[src/rtl/led_pkg.sv]
// Shared types and constants for the front-panel LED scheduler.
package led_pkg;

  localparam int N_REQ = 4;
  localparam int LED_W = 16;

  localparam logic [LED_W-1:0] ALARM_ON  = 16'hFFFF;
  localparam logic [LED_W-1:0] ALARM_OFF = 16'h0000;

  typedef enum logic [1:0] {
    ST_IDLE  = 2'd0,
    ST_SHOW  = 2'd1,
    ST_ALARM = 2'd2
  } state_t;

  function automatic logic [N_REQ-1:0] onehot(input logic [1:0] idx);
    return 4'(1) << idx;
  endfunction

  function automatic logic [LED_W-1:0] pat_sel(input logic [N_REQ*LED_W-1:0] pat,
                                               input logic [1:0] idx);
    case (idx)
      2'd0:    return pat[15:0];
      2'd1:    return pat[31:16];
      2'd2:    return pat[47:32];
      default: return pat[63:48];
    endcase
  endfunction

endpackage

[src/rtl/led_req_picker.sv]
// Combinational owner pick: lowest index (mode 0) or first after last, wrapping (mode 1).
module led_req_picker
  import led_pkg::*;
(
  input  logic [N_REQ-1:0] req,
  input  logic [1:0]       last,
  input  logic             mode,
  input  logic [N_REQ-1:0] excl,
  output logic             valid,
  output logic [1:0]       idx
);

  logic [N_REQ-1:0] cand;
  logic [1:0]       probe;

  always_comb begin
    cand  = req & ~excl;
    valid = |cand;
    idx   = '0;
    probe = '0;
    if (!mode) begin
      for (int i = N_REQ - 1; i >= 0; i--) begin
        if (cand[i]) idx = 2'(i);
      end
    end else begin
      // Scan last+4 (== last) down to last+1 so the nearest candidate after last wins.
      for (int k = N_REQ; k >= 1; k--) begin
        probe = last + 2'(k);
        if (cand[probe]) idx = probe;
      end
    end
  end

endmodule

[src/rtl/led_scheduler.sv]
// Shares the 16-LED bank between four requesters with min-hold, rotation and alarm blink.
module led_scheduler
  import led_pkg::*;
#(
  parameter int DWELL      = 40_000_000,
  parameter int MIN_HOLD   = 4_000_000,
  parameter int ALARM_HALF = 5_000_000,
  parameter int CNT_W      = 26
) (
  input  logic                   clock,
  input  logic                   reset_n,
  input  logic                   mode,
  input  logic [N_REQ-1:0]       req,
  input  logic [N_REQ*LED_W-1:0] pat,
  input  logic                   alarm,
  output logic [LED_W-1:0]       led_out,
  output logic [N_REQ-1:0]       grant,
  output logic                   busy
);

  localparam logic [CNT_W-1:0] DWELL_MAX = CNT_W'(DWELL - 1);
  localparam logic [CNT_W-1:0] HOLD_MIN  = CNT_W'(MIN_HOLD - 1);
  localparam logic [CNT_W-1:0] BLINK_MAX = CNT_W'(ALARM_HALF - 1);

  state_t           state, state_nxt;
  logic [1:0]       owner, owner_nxt;
  logic [1:0]       last, last_nxt;
  logic [CNT_W-1:0] dwell_cnt, dwell_nxt;
  logic [CNT_W-1:0] blink_cnt, blink_nxt;
  logic [LED_W-1:0] led_nxt;
  logic [N_REQ-1:0] grant_nxt;
  logic [N_REQ-1:0] excl;
  logic             pick_valid;
  logic [1:0]       pick_idx;
  logic             higher_req;
  logic             release_now;

  assign higher_req  = |(req & (onehot(owner) - 4'd1));
  assign release_now = (state == ST_SHOW) && (dwell_cnt >= HOLD_MIN) &&
                       (!req[owner] || (!mode && higher_req) ||
                        (mode && dwell_cnt == DWELL_MAX));
  assign excl = (state == ST_SHOW && !req[owner]) ? onehot(owner) : '0;

  led_req_picker u_picker (
    .req   (req),
    .last  (last),
    .mode  (mode),
    .excl  (excl),
    .valid (pick_valid),
    .idx   (pick_idx)
  );

  always_comb begin
    state_nxt = state;
    owner_nxt = owner;
    last_nxt  = last;
    dwell_nxt = dwell_cnt;
    blink_nxt = blink_cnt;
    led_nxt   = ALARM_OFF;
    grant_nxt = '0;
    case (state)
      ST_IDLE, ST_SHOW: begin
        if (alarm) begin
          state_nxt = ST_ALARM;
          blink_nxt = '0;
          led_nxt   = ALARM_ON;
        end else if (state == ST_IDLE || release_now) begin
          if (pick_valid) begin
            state_nxt = ST_SHOW;
            owner_nxt = pick_idx;
            last_nxt  = pick_idx;
            dwell_nxt = '0;
            grant_nxt = onehot(pick_idx);
            led_nxt   = pat_sel(pat, pick_idx);
          end else begin
            state_nxt = ST_IDLE;
          end
        end else begin
          if (dwell_cnt != DWELL_MAX) dwell_nxt = dwell_cnt + 1'b1;
          grant_nxt = onehot(owner);
          led_nxt   = pat_sel(pat, owner);
        end
      end
      ST_ALARM: begin
        if (!alarm) begin
          state_nxt = ST_IDLE;
        end else if (blink_cnt == BLINK_MAX) begin
          blink_nxt = '0;
          led_nxt   = (led_out == ALARM_ON) ? ALARM_OFF : ALARM_ON;
        end else begin
          blink_nxt = blink_cnt + 1'b1;
          led_nxt   = led_out;
        end
      end
      default: state_nxt = ST_IDLE;
    endcase
  end

  always_ff @(posedge clock or negedge reset_n) begin
    if (!reset_n) begin
      state     <= ST_IDLE;
      owner     <= '0;
      last      <= 2'd3;
      dwell_cnt <= '0;
      blink_cnt <= '0;
      led_out   <= '0;
      grant     <= '0;
      busy      <= 1'b0;
    end else begin
      state     <= state_nxt;
      owner     <= owner_nxt;
      last      <= last_nxt;
      dwell_cnt <= dwell_nxt;
      blink_cnt <= blink_nxt;
      led_out   <= led_nxt;
      grant     <= grant_nxt;
      busy      <= (state_nxt != ST_IDLE);
    end
  end

endmodule

[config.mk]
export PLATFORM = sky130hd
export DESIGN_NAME = led_scheduler
export DESIGN_NICKNAME = d
export VERILOG_FILES = /design/src/rtl/led_pkg.sv /design/src/rtl/led_req_picker.sv /design/src/rtl/led_scheduler.sv
export SDC_FILE = /design/constraint.sdc
export NUM_CORES = 1
export LEC_CHECK = 0
export CORE_AREA = 4 4 155 112
export DETAILED_ROUTE_END_ITERATION = 6
export DIE_AREA = 0 0 159 116
export GPL_ROUTABILITY_DRIVEN = 0
export GPL_TIMING_DRIVEN = 0
export PLACE_DENSITY = 0.69
export SYNTH_ARGS = -nofsm -noshare
export SYNTH_HDL_FRONTEND = slang
export SYNTH_SLANG_ARGS = --single-unit
[constraint.sdc]
create_clock -name clock -period 6.52 [get_ports clock]
set_input_delay 0.978 -clock clock [delete_from_list [all_inputs] [get_ports clock]]
set_output_delay 0.978 -clock clock [all_outputs]
set_load 0.005 [all_outputs]
==> impl_metrics.json <==
{
  "synthTopCellsByArea": "dfrtp_1 31%, o21ai_0 7.1%, mux4_2 6.1%",
  "synth-seq-cells": 79,
  "drive_above_1_share_pct": 5.94,
  "critPathCaptureType": "flop",
  "hold_buffers": 0,
  "crit_type": "input port to flop",
  "fin_crit_sh_pct": 55.0,
  "power_frac_seq_pct": 34.5,
  "rows": 39,
  "grt_max_degree": 66,
  "grt.busiest_layer": "met2",
  "p_int_mw": 1.09,
  "maxCapViolations": 0,
  "ant_nets": 0,
  "r2r-end": "led_out[8]",
  "use_met2_pct": 32.4,
  "vias": 6556,
  "finalSetupViolCount": 0,
  "ios": 93,
  "rr_worst_depth": 10,
  "cts_tree": "yes",
  "syn_to_final_growth_pct": 24.3,
  "post_cts_resized": 0,
  "cts_max_level": 3,
  "yosysUniqueCellTypes": 58,
  "fin_crit_ps": 3590,
  "drc": 0,
  "crit_required_ps": 6790,
  "instances_no_fill": 1063,
  "yosys-top-cells-count": "88 x o21ai_0, 77 x dfrtp_1, 61 x nand2_1",
  "routed_via_density": 6.17,
  "clk_pin_slew_ps": 60,
  "synth_nets": 824,
  "fin_skew_ps": 8.99,
  "yosysTopAreaCellShare_pct": 30.9,
  "synthCells": 750,
  "max-slew-margin-rel_pct": 20.5,
  "drt-total-wl_um": 20500,
  "die_w_um": 159,
  "post_cts_buffers": 0,
  "cts_buffers": 9,
  "hold_path_class": "input port to asynchronous set/reset pin",
  "die-area_mm2": 0.0184,
  "wl_per_cell_um": 19.3,
  "io_buffers": 91,
  "timing.fmax_mhz": 279,
  "grt_pass1_wl_um": 32800,
  "clock_latency_ps": 350,
  "use_met1_pct": 32.3,
  "synthFlopType": "dfrtp_1",
  "grt.overflow.total": 0,
  "antenna_found_initial": 0,
  "fin_nets": 927,
  "fillers": 1517,
  "r2r_start": "last[1]",
  "grt_pass1_vias": 6156,
  "synth_edf_count": 0,
  "dieHeight_um": 116,
  "seq_area_frac_synth_pct": 31.7,
  "antennaDiodeCount": 0,
  "cp-start-kind": "input port",
  "first_pass_iters": 5,
  "vdd_drop_max_mv": 0.142,
  "place_inst": 1047,
  "cp-startpoint": "req[3]",
  "synth_area_per_cell_um2": 8.32,
  "status": "finished, final reports clean",
  "hold_viol": 0,
  "place_hpwl_um": 15600,
  "start_util_pct": 39.1,
  "r2r_slack_ps": 3420,
  "cellLeakagePower_nw": 2.87,
  "first_iter_violations": 811,
  "fp.coreArea_mm2": 0.0160,
  "switchingPower_uw": 513,
  "tns_ps": 0,
  "crit_fanout": 10,
  "grt_use_total_pct": 22.1,
  "crit_end": "led_out[8]",
  "worstMarginPinSlew_ps": 1180,
  "cts.path.max_buffers": 2,
  "cts_num_sinks": 79,
  "sw_frac_of_total_pct": 32.0,
  "p_per_area_mw_per_mm2": 207,
  "rsz0062_at_grt": "no",
  "async_reset_ff_share_pct": 100,
  "use_met3_pct": 6.47,
  "synth_area_mm2": 0.00624,
  "critPathArrivalTime_ps": 3860,
  "synth_most_common_cell": "o21ai_0",
  "root_buffer": "clkbuf_16",
  "combPwrFrac_pct": 31.8,
  "slew_viol_final": 0,
  "synth_warnings": 0,
  "yosys.area.top_type": "dfrtp_1",
  "clkPwrFrac_pct": 33.7
}
==> power groups by stage <==
stage          clock (mW)  sequential, mW  combinational (mW)
6_report            0.541           0.553               0.509
5_1_grt             0.572           0.557               0.551
4_1_cts             0.554           0.554               0.500
3_5_place_dp            0           0.562               0.497
3_3_place_gp            0           0.562               0.496
2_1_floorplan           0           0.555               0.299
==> layout by cell type (no fill, tap or decap), drive strengths merged, types with 5 or more instances in the layout <==
master	netlist	layout
o21ai	100	100
clkdlybuf4s50	0	90
dfrtp	77	77
clkbuf	53	64
nand2	61	61
nor2	58	58
a21oi	52	52
a211oi	37	37
and3	29	29
nand3	20	20
a21o	18	18
a31oi	18	18
mux4	17	17
o32a	17	17
nor3	16	16
o2bb2a	16	16
o211ai	14	14
nand4	13	13
mux2i	11	11
buf	8	10
nand2b	9	9
a22o	9	9
or3	8	8
nor4	8	8
xnor2	7	7
xor2	7	7
inv	6	6
o221ai	6	6
and4	5	5
o21a	5	5
nor4b	5	5
or4	5	5
o31ai	5	5
==> worst max-delay path, stage by stage <==
cell             delay [ps]
clkdlybuf4s50_1         420
clkbuf_1                270
nand3b_1                350
a21o_1                  220
clkbuf_1                400
buf_1                   410
a31oi_1                 150
a211oi_1                370
o211ai_1                140
a21oi_1                 150
==> final cells by class <==
type	instances	area [µm²]	area share [%]
sequential	79	1980	25.5
inverter	7	26.3	0.339
tap	205	256	3.31
clock inverter	5	82.6	1.07
clock buffer	11	233	3.00
buffer	61	241	3.11
timing repair buffer	92	936	12.1
multi-input combinational	603	4000	51.6
==> through the flow <==
step	power, mW	instance area, µm²	hold slack, ps	util [%]	setup WS (ps)
floorplan	0.854	6240	462	-	3580
global placement	1.06	7410	493	46.4	1580
detailed placement	1.06	7440	499	46.6	2630
CTS	1.61	7750	483	48.6	3010
global route	1.68	7750	489	48.6	2660
finish	1.60	7750	483	48.6	2930
==> flip-flops by register name (all words and copies together) (netlist names) <==
register and flops:
blink_cnt 26, dwell_cnt 26, led_out 16, grant 4
last 2, owner 2, state 2, busy 1
==> cells by family (layout without fill, tap and decap cells) <==
group           Yosys count  count (layout)  share of synthesized area (%)
compound gates          309             309                           33.2
xor+xnor                 14              14                           1.97
fa+ha+maj                 2               2                          0.401
buf+inv                  68             176                           4.29
flops                    79              79                           31.7
mux                      28              28                           7.90
simple gates            250             250                           20.5
==> layer usage <==
| layer | part of all wire [%] | wire length [µm] |
|---|---|---|
| met3 | 9.9 | 2030 |
| met2 | 42 | 8500 |
| met1 | 47 | 9700 |
| met4 | 1.2 | 253 |
| met5 | 0 | 0 |
==> worst min path at each step <==
stage / from / end / cells after the start
finish: reset_n / blink_cnt[8] / 1
global route: reset_n / blink_cnt[8] / 1
CTS: reset_n / blink_cnt[8] / 1
detailed placement: blink_cnt[2] / blink_cnt[2] / 1
global placement: blink_cnt[2] / blink_cnt[2] / 1
floorplan: blink_cnt[2] / blink_cnt[2] / 1
Note: power is estimated with default switching activity, not from simulation.
